==> config.mk <==
export PLATFORM = sky130hd
export DESIGN_NAME = johnson_phase_tracker
export DESIGN_NICKNAME = d
export VERILOG_FILES = /design/src/rtl/johnson_phase_tracker.sv
export SDC_FILE = /design/constraint.sdc
export NUM_CORES = 1
export LEC_CHECK = 0
export BUFFER_PORTS_ARGS = -buffer_cell sky130_fd_sc_hd__buf_2
export CAP_MARGIN = 20
export CORE_MARGIN = 2
export CORE_UTILIZATION = 49
export DETAILED_ROUTE_END_ITERATION = 16
export PLACE_DENSITY = 0.79
export SLEW_MARGIN = 20
export SYNTH_ARGS = -nofsm -noshare
export SYNTH_HDL_FRONTEND = slang
export SYNTH_SLANG_ARGS = --single-unit
==> constraint.sdc <==
create_clock -name clk -period 14.8 [get_ports clk]
set_input_delay 2.22 -clock clk [delete_from_list [all_inputs] [get_ports clk]]
set_output_delay 2.22 -clock clk [all_outputs]
set_load 0.01 [all_outputs]
==> src/rtl/johnson_phase_tracker.sv <==
// Johnson code phase tracker: decodes each sampled code word to a phase index,
// checks phase-to-phase succession, and tracks lock with error reporting.
module johnson_phase_tracker #(
    parameter  int WIDTH      = 32,
    parameter  int LOCK_COUNT = 4,
    parameter  int MISS_LIMIT = 2,
    parameter  int ERRCNT_W   = 16,
    localparam int PW         = $clog2(2 * WIDTH)
) (
    input  logic                clk,
    input  logic                reset,
    input  logic [WIDTH-1:0]    code_in,
    input  logic                code_valid,
    output logic [PW-1:0]       phase,
    output logic                phase_valid,
    output logic                wrap,
    output logic                locked,
    output logic                err,
    output logic [ERRCNT_W-1:0] err_count,
    input  logic                clr_err
);

    typedef enum logic [1:0] {
        IDLE    = 2'd0,
        ACQUIRE = 2'd1,
        LOCKED  = 2'd2
    } state_t;

    localparam logic [WIDTH-1:0]    ONE_W      = {{(WIDTH-1){1'b0}}, 1'b1};
    localparam logic [PW-1:0]       ONE_PW     = {{(PW-1){1'b0}}, 1'b1};
    localparam logic [PW-1:0]       LAST_PHASE = PW'(2 * WIDTH - 1);
    localparam logic [PW-1:0]       WIDTH_PW   = PW'(WIDTH);
    localparam logic [ERRCNT_W-1:0] ONE_ERR    = {{(ERRCNT_W-1){1'b0}}, 1'b1};
    localparam logic [7:0]          LOCK_CNT8  = 8'(LOCK_COUNT);
    localparam logic [7:0]          MISS_LIM8  = 8'(MISS_LIMIT);

    state_t                state_q;
    logic [PW-1:0]         phase_q;
    logic                  phaseValid_q;
    logic                  wrap_q;
    logic                  locked_q;
    logic                  err_q;
    logic [ERRCNT_W-1:0]   errCount_q;
    logic [ERRCNT_W-1:0]   errCount_d;
    logic [7:0]            good_q;
    logic [7:0]            miss_q;

    logic [PW-1:0]         onesCnt;
    logic [PW-1:0]         zerosCnt;
    logic                  lowOnes;
    logic                  highOnes;
    logic                  isLegal;
    logic [PW-1:0]         decPhase;
    logic [PW-1:0]         succPhase;
    logic                  isFirst;
    logic                  isHold;
    logic                  isStep;
    logic                  isJump;
    logic                  isErr;
    logic [7:0]            goodNext;
    logic [7:0]            missNext;

    // A legal word is either 0..01..1 (c & (c+1) == 0) or 1..10..0 (same test on ~c).
    always_comb begin
        onesCnt  = '0;
        zerosCnt = '0;
        for (int i = 0; i < WIDTH; i++) begin
            onesCnt  = onesCnt  + PW'(code_in[i]);
            zerosCnt = zerosCnt + PW'(!code_in[i]);
        end
    end

    assign lowOnes   = ((code_in & (code_in + ONE_W)) == '0);
    assign highOnes  = ((~code_in & (~code_in + ONE_W)) == '0);
    assign isLegal   = lowOnes | highOnes;
    assign decPhase  = lowOnes ? onesCnt : (WIDTH_PW + zerosCnt);
    assign succPhase = (phase_q == LAST_PHASE) ? '0 : (phase_q + ONE_PW);

    assign isFirst  = isLegal && (state_q == IDLE);
    assign isHold   = isLegal && !isFirst && phaseValid_q && (decPhase == phase_q);
    assign isStep   = isLegal && !isFirst && !isHold && (decPhase == succPhase);
    assign isJump   = isLegal && !isFirst && !isHold && !isStep;
    assign isErr    = code_valid && (!isLegal || isJump);
    assign goodNext = good_q + 8'd1;
    assign missNext = miss_q + 8'd1;

    // A clear coinciding with a new error leaves exactly that one error counted.
    always_comb begin
        errCount_d = errCount_q;
        if (clr_err) begin
            errCount_d = isErr ? ONE_ERR : '0;
        end else if (isErr && (errCount_q != '1)) begin
            errCount_d = errCount_q + ONE_ERR;
        end
    end

    always_ff @(posedge clk) begin
        if (reset) begin
            state_q      <= IDLE;
            phase_q      <= '0;
            phaseValid_q <= 1'b0;
            wrap_q       <= 1'b0;
            locked_q     <= 1'b0;
            err_q        <= 1'b0;
            errCount_q   <= '0;
            good_q       <= '0;
            miss_q       <= '0;
        end else begin
            wrap_q     <= 1'b0;
            err_q      <= isErr;
            errCount_q <= errCount_d;
            if (code_valid) begin
                if (isLegal) begin
                    phase_q      <= decPhase;
                    phaseValid_q <= 1'b1;
                end else begin
                    phaseValid_q <= 1'b0;
                end
                wrap_q <= isStep && (phase_q == LAST_PHASE);

                case (state_q)
                    IDLE: begin
                        if (isFirst) begin
                            state_q <= ACQUIRE;
                            good_q  <= '0;
                        end
                    end
                    ACQUIRE: begin
                        if (!isLegal) begin
                            state_q <= IDLE;
                            good_q  <= '0;
                        end else if (isJump) begin
                            good_q <= '0;
                        end else if (isStep) begin
                            good_q <= goodNext;
                            if (goodNext == LOCK_CNT8) begin
                                state_q  <= LOCKED;
                                locked_q <= 1'b1;
                                miss_q   <= '0;
                            end
                        end
                    end
                    LOCKED: begin
                        if (isStep) begin
                            miss_q <= '0;
                        end else if (isJump || !isLegal) begin
                            if (missNext == MISS_LIM8) begin
                                state_q  <= isJump ? ACQUIRE : IDLE;
                                locked_q <= 1'b0;
                                good_q   <= '0;
                                miss_q   <= '0;
                            end else begin
                                miss_q <= missNext;
                            end
                        end
                    end
                    default: begin
                        state_q <= IDLE;
                    end
                endcase
            end
        end
    end

    assign phase       = phase_q;
    assign phase_valid = phaseValid_q;
    assign wrap        = wrap_q;
    assign locked      = locked_q;
    assign err         = err_q;
    assign err_count   = errCount_q;

endmodule
Yosys cells after proc, flatten, opt, wreduce, memory -nomap -nowiden
Cells that the tools add are included.
{"block": "word_totals", "regBits": 44, "output_inout_bits": 26, "input_bits": 36}
{"block": "classes", "eq_ne": 21, "reduce_logical": 59, "add_sub_neg": 69, "bitwise": 5, "n_mux": 40}
{"operator": "adder 6 x 1 -> 6 bit", "n": 52}
{"operator": "two-way mux 8 bit", "n": 14}
{"operator": "adder 32 x 1 -> 32 bit, second input constant", "n": 2}
{"operator": "AND 32 bit", "n": 2}
{"operator": "zero test 32 bit", "n": 2}
{"operator": "zero test 1 bit", "n": 36}
{"operator": "two-way mux 16 bit", "n": 2}
{"operator": "NOT 32 bit", "n": 1}
{"operator": "case mux 8 bit (3 select lines)", "n": 1}
{"operator": "adder 16 x 1 -> 16 bit, second input constant", "n": 1}
{"operator": "adder 8 x 1 -> 8 bit, second input constant", "n": 2}
{"operator": "two-way mux 2 bit", "n": 8}
{"operator": "!= test 16 bit, second input constant", "n": 1}
{"operator": "!= test 2 bit, second input constant", "n": 8}
{"operator": "case mux 8 bit (2 select lines)", "n": 1}
{"operator": "AND reduction 7 bit", "n": 2}
{"operator": "adder 5 x 1 -> 6 bit", "n": 2}
{"operator": "equality test 6 bit", "n": 2}
{"operator": "two-way mux 6 bit", "n": 2}
{"operator": "!= test 3 bit, second input constant", "n": 4}
{"operator": "adder 4 x 1 -> 5 bit", "n": 2}
{"operator": "logical AND 1 bit", "n": 10}
{"operator": "two-way mux 1 bit", "n": 10}
{"operator": "AND reduction 9 bit", "n": 1}
{"operator": "22 further kinds", "n": 26}

Logic depth before layout (Yosys ltp)
Gate-level depths: netlist of the first run.
{"block": "logic_depth", "depth_word": 46, "mapped_depth": 28, "depth_no_buf": 26}

Least setup slack after synthesis of the first run
OpenSTA, ideal clock, no wires.
{"block": "synth_path", "path_type": "in2reg", "from": "input port code_in[21]", "to": "register good_q[2]", "arrival_time_ps": 8501, "stages": 27, "path_slack_ps": 6206, "setup_ps": 93, "t_required_ps": 14707, "path_buffers": 1, "path_cell_list": "clkbuf_1 -> inv_1 -> fa_1 -> inv_1 -> fa_1 -> inv_1 -> fa_1 -> inv_1 -> fa_1 -> fa_1 -> inv_1 -> fa_1 -> inv_1 -> ha_1 -> fa_1 -> a21o_1 -> a21oi_1 -> xnor2_1 -> xor2_1 -> a21oi_1 -> nand4_1 -> mux2_2 -> a221o_2 -> o21ai_4 -> nand3b_4 -> or4_1 -> o311ai_2"}
{"block": "synth_via", "elab_chain_len": 24, "elab_cells_between_ends": 55, "cone_classes": "25 x add/sub; 6 x eq/ne; 4 x mux; 4 x bitwise; 16 x reduce/logical"}
{"element": "start: declaration", "line_no": "12", "rtl": "input logic [WIDTH-1:0] code_in,"}
{"element": "zero test 1 bit", "line_no": "69", "rtl": "zerosCnt = zerosCnt + PW'(!code_in[i]);"}
{"element": "adder 6 x 1 -> 6 bit (11 in series)", "line_no": "69"}
{"element": "adder 6 bit", "line_no": "76", "rtl": "assign decPhase = lowOnes ? onesCnt : (WIDTH_PW + zerosCnt);"}
{"element": "two-way mux 6 bit", "line_no": "76"}
{"element": "equality test 6 bit", "line_no": "80", "rtl": "assign isHold = isLegal && !isFirst && phaseValid_q && (decPhase == phase_q);"}
{"element": "logical AND 1 bit", "line_no": "80"}
{"element": "zero test 1 bit", "line_no": "81, 82"}
{"element": "logical AND 1 bit", "line_no": "81, 82"}
{"element": "logical AND 1 bit", "line_no": "81", "rtl": "assign isStep = isLegal && !isFirst && !isHold && (decPhase == succPhase);"}
{"element": "zero test 1 bit", "line_no": "82", "rtl": "assign isJump = isLegal && !isFirst && !isHold && !isStep;"}
{"element": "logical AND 1 bit", "line_no": "82"}
{"element": "two-way mux 8 bit / logical OR 1 bit (equally long branches)", "line_no": "132, 146"}
{"element": "two-way mux 8 bit / != test 2 bit (equally long branches)"}
{"element": "case mux 8 bit (3 select lines) / AND reduction 7 bit (equally long branches)"}
{"element": "end signal: assignment", "line_no": "135", "rtl": "good_q <= goodNext;"}
{"element": "end: declaration", "line_no": "45", "rtl": "logic [7:0] good_q;"}
Several ways; a longest one is shown, not always the timed one.
A chain may end at the register's enable or synchronous reset.

Worst setup path after layout of the first run
{"block": "layout_path", "from": "input port code_in[0]", "to": "register errCount_q[8], in the netlist err_count[8]"}
{"block": "layout_via", "elab_chain_len": 45, "elab_cells_between_ends": 90, "cone_classes": "65 x add/sub; 2 x eq/ne; 1 x mux; 4 x bitwise; 18 x reduce/logical"}
{"element": "zero test 1 bit", "line_no": "69"}
{"element": "adder 1 x 1 -> 2 bit", "line_no": "69"}
{"element": "adder 2 x 1 -> 3 bit", "line_no": "69"}
{"element": "adder 3 x 1 -> 4 bit", "line_no": "69"}
{"element": "adder 4 x 1 -> 5 bit", "line_no": "69"}
{"element": "adder 5 x 1 -> 6 bit", "line_no": "69"}
{"element": "adder 6 x 1 -> 6 bit (26 in series)", "line_no": "69"}
{"element": "adder 6 bit", "line_no": "76"}
{"element": "(+4 left out)"}
{"element": "logical AND 1 bit", "line_no": "81, 82"}
{"element": "logical AND 1 bit", "line_no": "81"}
{"element": "zero test 1 bit", "line_no": "82"}
{"element": "logical AND 1 bit", "line_no": "82"}
{"element": "logical OR 1 bit (*)", "line_no": "83", "rtl": "assign isErr = code_valid && (!isLegal || isJump);"}
{"element": "logical AND 1 bit (*)", "line_no": "83"}
{"element": "logical AND 1 bit (*)", "line_no": "92", "rtl": "end else if (isErr && (errCount_q != '1)) begin"}
{"element": "nonzero test 2 bit (no line) (*)"}
{"element": "end signal: assignment", "line_no": "111", "rtl": "errCount_q <= errCount_d;"}
{"element": "end: declaration", "line_no": "43", "rtl": "logic [ERRCNT_W-1:0] errCount_q;"}
Mark *: on every way between the ends. The rest lies on a longest branch, timed or not.

==> run summary, run 1 <==
### Clock network
• Post-CTS Repair Setup Buffers: 0
• number of buffers created by CTS: 5
• CTS Hold Bufs: 0
• worst-skew pair later-pin latency: 0.31 ns
• total number of H-tree levels: 2
• cell at the root of the clock tree: sky130_fd_sc_hd__clkbuf_8
• clock tree from TritonCTS: built
• post-CTS sizing: 0
• number of clock sinks seen by CTS: 44
• number of buffers on the longest clock path: 2
• clock transition at the register clock pins on the worst setup and hold paths after CTS: 0.09 ns

### Timing
• final period demand of the worst path: 8.875 ns
• worst max-slew margin expressed relative to the limit: 38.91%
• Setup-failing EPs final: 0
• setup repair after global routing missed its margin: no
• number of slew-limit violations in the final report: 0
• endpoints failing hold: 0
• measured slew at the worst slew-check pin: 0.9164 ns
• final worst path period share: 59.97%
• peak clock frequency supported by timing: 112.7 MHz
• Max Clock Skew: 0.01007 ns
• setup TNS: 0 ns

### Yosys
• most common flop cell mapped by yosys: sky130_fd_sc_hd__dfxtp_1
• proportion of netlist area held by the largest area contributor: 18.00%
• biggest area contributors in the synthesized netlist: sky130_fd_sc_hd__fa_1 18%, sky130_fd_sc_hd__dfxtp_1 16%, sky130_fd_sc_hd__inv_1 6.5%, sky130_fd_sc_hd__ha_1 5.4%, sky130_fd_sc_hd__nand2_1 3.7%
• share of synthesized area occupied by flip-flops and latches: 16.50%
• number of distinct standard cells referenced by the synthesized netlist: 80
• Synth Area in Compound Gates: 18.63%
• multiplexer share of the synthesized area: 3.234%
• post-synthesis async set-or-reset flop share: 0%
• count leader, synth: sky130_fd_sc_hd__inv_1
• xor-xnor portion of the synthesized cell area: 4.593%
• Ys Warns: 0
• post-synthesis adder-cell area fraction: 23.39%
• number of enable flip-flop cells after synthesis: 0
• dominant combinational cell family by area after synthesis: simple AND/OR/NAND/NOR gates
• Post-Syn Nets: 764
• commonest cells in the synthesized netlist: 93 x sky130_fd_sc_hd__inv_1, 52 x sky130_fd_sc_hd__nand2_1, 48 x sky130_fd_sc_hd__fa_1, 44 x sky130_fd_sc_hd__dfxtp_1, 40 x sky130_fd_sc_hd__nor2_1
• Post-Synthesis Mean Instance Area: 8.126 µm²
• Yosys reg bits: 44
• Mapped Cells: 657
• synthesized-area fraction occupied by and/or/nand/nor cells: 24.00%
• Netlist Area Pre-Place: 5339 µm²
• cell type contributing the most total cell area after synthesis: sky130_fd_sc_hd__fa_1

### Place
• placed standard-cell area: 5653 µm²
• HPWL reported at the end of detailed placement: 10,810 µm
• count of port buffers added during placement: 61
• routability-driven placement congestion ratio: 0.9814
• number of placed instances with taps included: 832

### GRT
• overall routing resource usage: 24.13%
• global-route wire length before repair: 22,760 µm
• pin count of the biggest net entering global routing: 48
• number of global-route vias before repair: 4,724
• number of antenna violations at the first check in global routing: 1
• Overflow after GRT: 0

### Worst setup path
• highest cell delay on the worst timing path: 0.79 ns
• cell breakdown of the critical path: buf_2 > inv_1 > fa_1 > inv_1 > fa_1 > fa_1 > fa_1 > fa_1 > fa_1 > inv_1 > ha_1 > a21o_1 > a21oi_1 > nor2b_1 > o21ai_0 > or2_2 > a21oi_1 > o21ai_2 > o221ai_2 > a21oi_1 > a21oi_1 > a31o_2
• type of destination of the critical path: flip-flop
• count of buffer and inverter cells on the critical path: 4
• slowest cell on the critical path: sky130_fd_sc_hd__a21oi_1
• largest driver fanout on the critical path: 12
• most used cell, CP: sky130_fd_sc_hd__fa_1
• required time worst endpoint: 15.01 ns
• startpoint-to-endpoint class of the critical path: primary input to flip-flop
• element type at the critical path start: primary input
• Crit path max-delay family: adder cells
• critical path data arrival time: 9.08 ns

### Route
• Detailed Route WL: 13,760 µm
• detailed-route via count: 5,000
• Post-DRT Antenna Nets: 0
• count of TritonRoute iterations in the first routing pass: 5
• average wire per standard cell: 16.37 µm
• Residual DRC: 0
• number of DRC markers in iteration 0: 465
• via density per instance: 5.945

### Power and ir drop
• Total Power Consumption: 1.085 mW
• Leakage Power: 2.464 nW
• largest vdd supply drop: 212.0 µV
• power per unit of standard cell area: 188.0 nW/µm²

### Finish
• NumNets Final: 806
• total area of multi-input combinational cells: 3943 µm²
• fraction of layout instances using a drive strength above 1: 15.71%
• area used by sequential logic in the layout: 880.8 µm²
• Layout Area Growth over Synthesis: 8.085%
• Post-Layout Cell Count: 841
• Fill cells: 997
• total non-filler cell area in the finished layout: 5771 µm²

### Run status
• result of the run: complete, no violations

### Die
• die height: 108.4 µm
• I/O pin count: 62
• starting utilization of the core area: 49.69%
• standard cell core area: 10,750 µm²
• Total Die Area: 11,750 µm²
• die width: 108.4 µm
• Cell Rows: 38

### Job
• max-cap check violation count: 0

### Worst hold path
• worst hold path class: flip-flop to flip-flop

## worst reg2reg max path, cell delays in order, from the launching register on
cell,delay [ns]
sky130_fd_sc_hd__dfxtp_1,0.57
sky130_fd_sc_hd__ha_1,0.35
sky130_fd_sc_hd__nand2_1,0.14
sky130_fd_sc_hd__nor2_1,0.36
sky130_fd_sc_hd__nor2_1,0.16
sky130_fd_sc_hd__xnor2_1,0.16
sky130_fd_sc_hd__nand4_1,0.08
sky130_fd_sc_hd__mux2i_1,0.17
sky130_fd_sc_hd__o21ai_4,0.17
sky130_fd_sc_hd__o221ai_2,0.24
sky130_fd_sc_hd__a21oi_1,0.79
sky130_fd_sc_hd__a21oi_1,0.17
sky130_fd_sc_hd__a31o_2,0.25
## cell type report
| cell class | count | share of cell area (%) |
|---|---|---|
| Antenna cell | 1 | 0.04337 |
| Timing Repair Buffer | 61 | 5.291 |
| Clock inverter | 3 | 0.8023 |
| Clock buffer | 5 | 1.193 |
| Inverter | 93 | 6.049 |
| Multi-Input combinational cell | 494 | 68.32 |
| Tap cell | 140 | 3.036 |
| Sequential cell | 44 | 15.26 |
## registers in the layout, indices dropped and copies added, names as in the netlist
register     flops
phase_valid      1
state_q          2
good_q           8
miss_q           8
err_count       16
wrap             1
err              1
locked           1
phase            6
## metal layers
metal	share of wire (%)	vias up	GRT usage (%)
met5	0	-	0
met4	1.9	0	6.593
met3	6.4	29	3.617
met2	48	204	41.60
met1	43	2385	31.56
li1	-	2382	-
## cell usage in the layout, fill, tap and decap left out, types with 3 or more instances in the layout
cell type                  instances
sky130_fd_sc_hd__buf_2            61
sky130_fd_sc_hd__mux2i_1          15
sky130_fd_sc_hd__nor4_1            6
sky130_fd_sc_hd__nand2_1          52
sky130_fd_sc_hd__clkbuf_8          5
sky130_fd_sc_hd__nand3_1          26
sky130_fd_sc_hd__o32ai_1           4
sky130_fd_sc_hd__o21ai_4           3
sky130_fd_sc_hd__o22ai_1           3
sky130_fd_sc_hd__nand4_1          19
sky130_fd_sc_hd__inv_1            93
sky130_fd_sc_hd__nand3b_1          5
sky130_fd_sc_hd__o21ai_0          25
sky130_fd_sc_hd__a31oi_1           4
sky130_fd_sc_hd__o31ai_1           9
sky130_fd_sc_hd__and3_1            9
sky130_fd_sc_hd__xor2_1           11
sky130_fd_sc_hd__xnor2_1          17
sky130_fd_sc_hd__a21boi_0          5
sky130_fd_sc_hd__and4_2            4
sky130_fd_sc_hd__nor2_1           40
sky130_fd_sc_hd__a21o_1            5
sky130_fd_sc_hd__ha_1             23
sky130_fd_sc_hd__dfxtp_1          44
sky130_fd_sc_hd__o22a_2            4
sky130_fd_sc_hd__nor2b_1           5
sky130_fd_sc_hd__nand2b_1         12
sky130_fd_sc_hd__fa_1             48
sky130_fd_sc_hd__nor3_1           30
sky130_fd_sc_hd__or3_1             5
sky130_fd_sc_hd__a211oi_1          6
sky130_fd_sc_hd__a31o_2            6
sky130_fd_sc_hd__o41ai_1           3
sky130_fd_sc_hd__or2_2             4
sky130_fd_sc_hd__a21oi_1          33
sky130_fd_sc_hd__and2_1            5
## logic make-up after synthesis
family,after synthesis
and+or+nand+nor,239
xor gates and xnor gates,28
muxes,17
adders and majority gates,71
buffers and inverters,119
AOI/OAI and AO/OA,139
DFF,44
## final timing paths
kind                   start  slack (ns)      endpoint  cells past startpoint
setup / recovery  code_in[0]        5.92  err_count[8]                     22
hold reg to reg    miss_q[6]        0.49     miss_q[6]                      2
hold / removal     miss_q[6]        0.49     miss_q[6]                      2
setup reg to reg    phase[0]       11.10  err_count[8]                     12
## through the flow
stage,hold slack (ns),utilization [%],setup WS [ns]
after global routing,0.5043,53.68,5.507
after global placement,0.4603,52.61,5.767
after detailed placement,0.4816,52.61,5.573
after CTS,0.4945,53.68,5.907
after floorplan,0.4571,-,6.206
final,0.4934,53.70,5.925
## power by group
group          switching (mW)  internal [mW]  leakage (nW)
Sequential           0.000408          0.119         0.355
Clock                  0.0453         0.0509        0.0548
Combinational           0.490          0.380          2.05
Total                   0.535          0.550          2.46
No activity file was read; power rests on OpenSTA's default activity.
==> inputs of run 2 (changes only) <==
--- a/config.mk
+++ b/config.mk
@@ -10,7 +10,7 @@
 export CORE_MARGIN = 2
 export CORE_UTILIZATION = 49
 export DETAILED_ROUTE_END_ITERATION = 16
-export PLACE_DENSITY = 0.79
+export PLACE_DENSITY = 0.81
 export SLEW_MARGIN = 20
 export SYNTH_ARGS = -nofsm -noshare
 export SYNTH_HDL_FRONTEND = slang
==> constraint.sdc (replaced) <==
create_clock -name clk -period 7.3 [get_ports clk]
set_input_delay 1.095 -clock clk [delete_from_list [all_inputs] [get_ports clk]]
set_output_delay 1.095 -clock clk [all_outputs]
set_load 0.01 [all_outputs]
==> run 2 against run 1 <==
Largest cell class unchanged; critical path depth rose by 5; utilization rose by 6.3 points; sequential share of layout area fell by 1.6 points; sequential power rose by 100%; critical path type unchanged; total power rose to 2.5 times the previous value; setup slack got worse by 5.8 ns; largest power group unchanged; clock-buffer cell count rose by 1; register-to-register slack got worse by 7.1 ns.
==> run summary, run 2 (synthesized netlist as in run 1, its figures left out) <==
### Timing
• Setup-failing EPs final: 0
• final worst path period share: 98.72%
• number of slew-limit violations in the final report: 0
• setup repair after global routing missed its margin: yes
• Hold Worst Slack: 0.4885 ns
• worst max-slew margin expressed relative to the limit: 42.80%
• endpoints failing hold: 0
• setup TNS: 0 ns
• peak clock frequency supported by timing: 138.8 MHz
• measured slew at the worst slew-check pin: 0.8579 ns
• final period demand of the worst path: 7.207 ns
• Max Clock Skew: 0.002557 ns

### Worst setup path
• Crit path max-delay family: adder cells
• critical path data arrival time: 7.42 ns
• most used cell, CP: sky130_fd_sc_hd__fa_1
• type of destination of the critical path: flip-flop
• required time worst endpoint: 7.51 ns
• largest driver fanout on the critical path: 6
• slowest cell on the critical path: sky130_fd_sc_hd__fa_1
• setup slack of the worst register-to-register path: 4.00 ns
• count of buffer and inverter cells on the critical path: 7
• critical register-to-register path endpoint: miss_q[6]
• critical path endpoint: good_q[2]
• startpoint of the worst register-to-register path: phase[0]
• element type at the critical path start: primary input
• Stages on worst setup path: 27
• highest cell delay on the worst timing path: 0.56 ns
• number of cells on the worst reg-to-reg path: 12
• Critical path origin: code_in[17]
• startpoint-to-endpoint class of the critical path: primary input to flip-flop

### Worst hold path
• worst hold path class: flip-flop to flip-flop

### Clock network
• number of buffers created by CTS: 5
• cell at the root of the clock tree: sky130_fd_sc_hd__clkbuf_8
• number of clock sinks seen by CTS: 44
• CTS Hold Bufs: 0
• clock tree from TritonCTS: built
• number of buffers on the longest clock path: 2
• clock transition at the register clock pins on the worst setup and hold paths after CTS: 0.09 ns
• worst-skew pair later-pin latency: 0.30 ns
• total number of H-tree levels: 2

### Route
• Detailed Route WL: 15,420 µm
• count of TritonRoute iterations in the first routing pass: 6
• average wire per standard cell: 17.15 µm
• Post-DRT Antenna Nets: 0
• via density per instance: 5.921
• number of DRC markers in iteration 0: 570
• detailed-route via count: 5,323
• Residual DRC: 0

### Power and ir drop
• power per unit of standard cell area: 421.3 nW/µm²
• Leakage Power: 2.811 nW
• largest vdd supply drop: 453.5 µV

### Finish
• Fill cells: 930
• Layout Area Growth over Synthesis: 20.72%
• fraction of layout instances using a drive strength above 1: 26.75%
• most common library cell in the layout ignoring fill and taps: sky130_fd_sc_hd__inv_1
• commonest cells after routing, fill and taps aside: 81 x sky130_fd_sc_hd__inv_1, 56 x sky130_fd_sc_hd__buf_2, 56 x sky130_fd_sc_hd__buf_4, 52 x sky130_fd_sc_hd__nand2_1, 46 x sky130_fd_sc_hd__fa_1
• number of flip-flops under the largest register name: 16
• NumNets Final: 865
• Antenna diodes: 0

### Place
• HPWL reported at the end of detailed placement: 11,960 µm
• routability-driven placement congestion ratio: 0.9907
• count of port buffers added during placement: 61

### Run status
• result of the run: complete, no violations

### Die
• I/O pin count: 62
• die width: 108.4 µm
• starting utilization of the core area: 49.69%
• Cell Rows: 38
• Total Die Area: 11,750 µm²
• standard cell core area: 10,750 µm²
• die height: 108.4 µm

### GRT
• global-route wire length before repair: 24,910 µm
• number of antenna violations at the first check in global routing: 1
• M2 GR Usage: 47.75%
• Overflow after GRT: 0
• pin count of the biggest net entering global routing: 48
• met3 routing resource usage after global routing: 3.556%
• GR Util met1: 32.34%
• overall routing resource usage: 26.43%
• grt peak-use layer: met2
• number of global-route vias before repair: 5,251

### Job
• max-cap check violation count: 0

-- run 2: through the flow --
step / utilization (%) / power, mW / std cells / setup WS, ns / instance area (µm²)
after floorplan: - / 1.678 / 657 / 0.01440 / 5346
after global routing: 59.98 / 2.975 / 899 / -0.1075 / 6445
after detailed placement: 56.37 / 2.343 / 885 / -0.3642 / 6057
final: 59.98 / 2.715 / 899 / 0.09322 / 6445
after CTS: 57.89 / 2.545 / 894 / -0.01555 / 6221
after global placement: 56.37 / 2.247 / 885 / -0.1682 / 6057
-- run 2: area by class of cell --
type                            count  area, µm²  area share, %
Clock buffer                        6      82.58          1.281
Multi-Input combinational cell    494       4118          63.89
Clock inverter                      2      38.79         0.6018
Inverter                           93      351.6          5.455
Tap cell                          140      175.2          2.718
Timing Repair Buffer              120      798.3          12.39
Sequential cell                    44      880.8          13.67
-- run 2: metal layers --
metal,up-vias,share of wire [%],routed length [µm]
li1,2488,-,-
met2,206,51,7935
met1,2596,40,6178
met3,33,6.2,958
met4,0,2.2,343
met5,-,0,0
-- run 2: how the worst min path moves through the flow --
stage	cells past startpoint	endpoint	from
finish	2	err_count[4]	err_count[4]
global route	2	err_count[15]	err_count[15]
CTS	2	err_count[4]	err_count[4]
detailed placement	2	err_count[4]	err_count[4]
global placement	2	err_count[4]	err_count[4]
floorplan	2	miss_q[6]	miss_q[6]
-- run 2: timing repair --
item                       CTS  global route
setup buffers                1             4
gates cloned                 0             1
hold endpoints to repair     0             0
gates resized for setup      6            58
pin swaps                    0            26
setup endpoints to repair    5            36
-- run 2: power by group --
group / internal, mW / total [mW] / switching (mW) / leakage, nW
sequential: 0.241 / 0.241 / 0.000876 / 0.355
combinational: 1.12 / 2.27 / 1.15 / 2.40
clock: 0.112 / 0.202 / 0.0897 / 0.0614
total: 1.47 / 2.72 / 1.24 / 2.81
-- run 2: worst register-to-register path: stages (launching register included) --
cell	delay, ns
sky130_fd_sc_hd__dfxtp_1	0.57
sky130_fd_sc_hd__ha_1	0.34
sky130_fd_sc_hd__nand2_1	0.14
sky130_fd_sc_hd__nor2_1	0.37
sky130_fd_sc_hd__nor2_1	0.16
sky130_fd_sc_hd__xnor2_1	0.20
sky130_fd_sc_hd__nand4_1	0.11
sky130_fd_sc_hd__mux2i_1	0.26
sky130_fd_sc_hd__o211ai_1	0.28
sky130_fd_sc_hd__o311ai_4	0.20
sky130_fd_sc_hd__nand2b_4	0.11
sky130_fd_sc_hd__or3_4	0.38
sky130_fd_sc_hd__a21oi_2	0.12
==> inputs of run 3 (changes only) <==
--- a/config.mk
+++ b/config.mk
@@ -5,12 +5,13 @@
 export SDC_FILE = /design/constraint.sdc
 export NUM_CORES = 1
 export LEC_CHECK = 0
-export BUFFER_PORTS_ARGS = -buffer_cell sky130_fd_sc_hd__buf_2
+export BUFFER_PORTS_ARGS = -buffer_cell sky130_fd_sc_hd__buf_4
 export CAP_MARGIN = 20
 export CORE_MARGIN = 2
 export CORE_UTILIZATION = 49
 export DETAILED_ROUTE_END_ITERATION = 16
 export PLACE_DENSITY = 0.81
+export RECOVER_POWER = 25
 export SLEW_MARGIN = 20
 export SYNTH_ARGS = -nofsm -noshare
 export SYNTH_HDL_FRONTEND = slang
==> run 3 against run 2 <==
Critical path depth unchanged; combinational power is 6% lower; largest cell class unchanged; clock-buffer cell count is 1 lower.
==> run summary, run 3 (synthesized netlist as in run 1, its figures left out) <==
### GRT
• pin count of the biggest net entering global routing: 48
• Overflow after GRT: 0
• number of global-route vias before repair: 5,255
• global-route wire length before repair: 24,010 µm
• overall routing resource usage: 25.49%
• number of antenna violations at the first check in global routing: 0

### Run status
• result of the run: complete, no violations

### Worst setup path
• type of destination of the critical path: flip-flop
• element type at the critical path start: primary input
• most used cell, CP: sky130_fd_sc_hd__fa_1
• required time worst endpoint: 7.48 ns
• slowest cell on the critical path: sky130_fd_sc_hd__fa_1
• critical path data arrival time: 7.41 ns
• highest cell delay on the worst timing path: 0.57 ns
• largest driver fanout on the critical path: 6
• startpoint-to-endpoint class of the critical path: primary input to flip-flop

### Timing
• final worst path period share: 99.09%
• peak clock frequency supported by timing: 138.2 MHz
• final period demand of the worst path: 7.234 ns
• worst max-slew margin expressed relative to the limit: 51.32%
• endpoints failing hold: 0
• Max Clock Skew: 0.008923 ns
• setup repair after global routing missed its margin: yes
• final worst slack: 0.06612 ns
• Hold Worst Slack: 0.4933 ns
• measured slew at the worst slew-check pin: 0.7274 ns
• number of slew-limit violations in the final report: 0
• setup TNS: 0 ns
• Setup-failing EPs final: 0

### Power and ir drop
• largest vdd supply drop: 441.0 µV
• Leakage Power: 2.746 nW
• power per unit of standard cell area: 400.3 nW/µm²
• Total Power Consumption: 2.577 mW

### Die
• I/O pin count: 62
• die height: 108.4 µm
• Cell Rows: 38
• starting utilization of the core area: 49.69%
• Total Die Area: 11,750 µm²
• standard cell core area: 10,750 µm²
• die width: 108.4 µm

### Clock network
• CTS Hold Bufs: 0
• cell at the root of the clock tree: sky130_fd_sc_hd__clkbuf_8
• number of clock sinks seen by CTS: 44
• total number of H-tree levels: 2
• number of buffers on the longest clock path: 2
• worst-skew pair later-pin latency: 0.31 ns
• number of buffers created by CTS: 5
• clock transition at the register clock pins on the worst setup and hold paths after CTS: 0.09 ns
• clock tree from TritonCTS: built

### Route
• via density per instance: 5.915
• Residual DRC: 0
• Detailed Route WL: 14,760 µm
• routed length on met3: 853 µm
• count of TritonRoute iterations in the first routing pass: 6
• Post-DRT Antenna Nets: 0
• total met2 wirelength after detailed routing: 7611 µm
• average wire per standard cell: 16.53 µm
• top routing layer used: met4
• met1 routed wirelength after detailed routing: 5884 µm
• detailed-route via count: 5,282
• number of DRC markers in iteration 0: 566

### Place
• HPWL reported at the end of detailed placement: 11,600 µm
• routability-driven placement congestion ratio: 1.013
• pre-CTS setup slack: -0.3393 ns
• count of port buffers added during placement: 61

### Worst hold path
• worst hold path class: flip-flop to flip-flop

### Finish
• number of flip-flops under the largest register name: 16
• most common library cell in the layout ignoring fill and taps: sky130_fd_sc_hd__buf_4
• area used by sequential logic in the layout: 880.8 µm²
• total area of multi-input combinational cells: 4061 µm²
• Antenna diodes: 0
• commonest cells after routing, fill and taps aside: 98 x sky130_fd_sc_hd__buf_4, 84 x sky130_fd_sc_hd__inv_1, 52 x sky130_fd_sc_hd__nand2_1, 47 x sky130_fd_sc_hd__fa_1, 44 x sky130_fd_sc_hd__dfxtp_1
• Fill cells: 943
• NumNets Final: 859
• core occupancy in the finished layout: 59.90%
• Layout Area Growth over Synthesis: 20.55%
• fraction of layout instances using a drive strength above 1: 23.37%

### Job
• max-cap check violation count: 0

run 3: cell count changes in the layout (fill, tap and decap cells not counted), moves of 2 or more:
cell,change
sky130_fd_sc_hd__o21ai_0,+4
sky130_fd_sc_hd__inv_2,-3
sky130_fd_sc_hd__inv_1,+3
sky130_fd_sc_hd__o21ai_2,-2
sky130_fd_sc_hd__clkbuf_1,+9
sky130_fd_sc_hd__nor3_1,+2
sky130_fd_sc_hd__buf_4,+42
sky130_fd_sc_hd__buf_2,-56
run 3: power by group:
| group | internal [mW] | leakage [nW] | total, mW | switching [mW] |
|---|---|---|---|---|
| combinational | 1.03 | 2.34 | 2.14 | 1.10 |
| clock | 0.103 | 0.0548 | 0.198 | 0.0948 |
| sequential | 0.241 | 0.355 | 0.241 | 0.000767 |
| total | 1.38 | 2.75 | 2.58 | 1.20 |
run 3: metrics by stage:
| step | cell area [µm²] | instances |
|---|---|---|
| after floorplan | 5346 | 657 |
| after global placement | 6180 | 881 |
| after detailed placement | 6180 | 881 |
| after CTS | 6302 | 889 |
| after global routing | 6436 | 893 |
| final | 6436 | 893 |
run 3: worst paths after layout:
kind / end / slack [ns] / cells after the start / from
worst min-delay path: err_count[4] / 0.49 / 2 / err_count[4]
worst min register to register: err_count[4] / 0.49 / 2 / err_count[4]
worst max-delay path: miss_q[5] / 0.07 / 27 / code_in[0]
worst max register to register: miss_q[5] / 3.97 / 15 / phase[0]
run 3: critical path, delay by kind of cell:
family / cells / cell delay [ns]
fa+ha+maj: 8 / 3.58
compound gates: 6 / 1.17
buf+inv: 7 / 0.78
mux: 1 / 0.29
xor+xnor: 2 / 0.24
simple gates: 3 / 0.23
run 3: per-layer routing:
| layer | global-route usage (%) | vias up |
|---|---|---|
| met3 | 3.074 | 42 |
| met2 | 46.95 | 218 |
| met1 | 30.20 | 2534 |
| met5 | 0 | - |
| li1 | - | 2488 |
| met4 | 9.615 | 0 |
run 3: area by class of cell:
cell class,instances,share of cell area (%)
sequential,44,13.69
inverter,93,5.463
tap,140,2.722
clock inverter,3,0.7193
timing repair buffer,114,13.24
clock buffer,5,1.069
multi-input combinational,494,63.10
run 3: timing repair:
action / 4_1_cts / 5_1_grt
buffers inserted: 0 / 5
setup endpoints to repair: 2 / 35
pin swaps: 1 / 25
gates resized for setup: 1 / 35
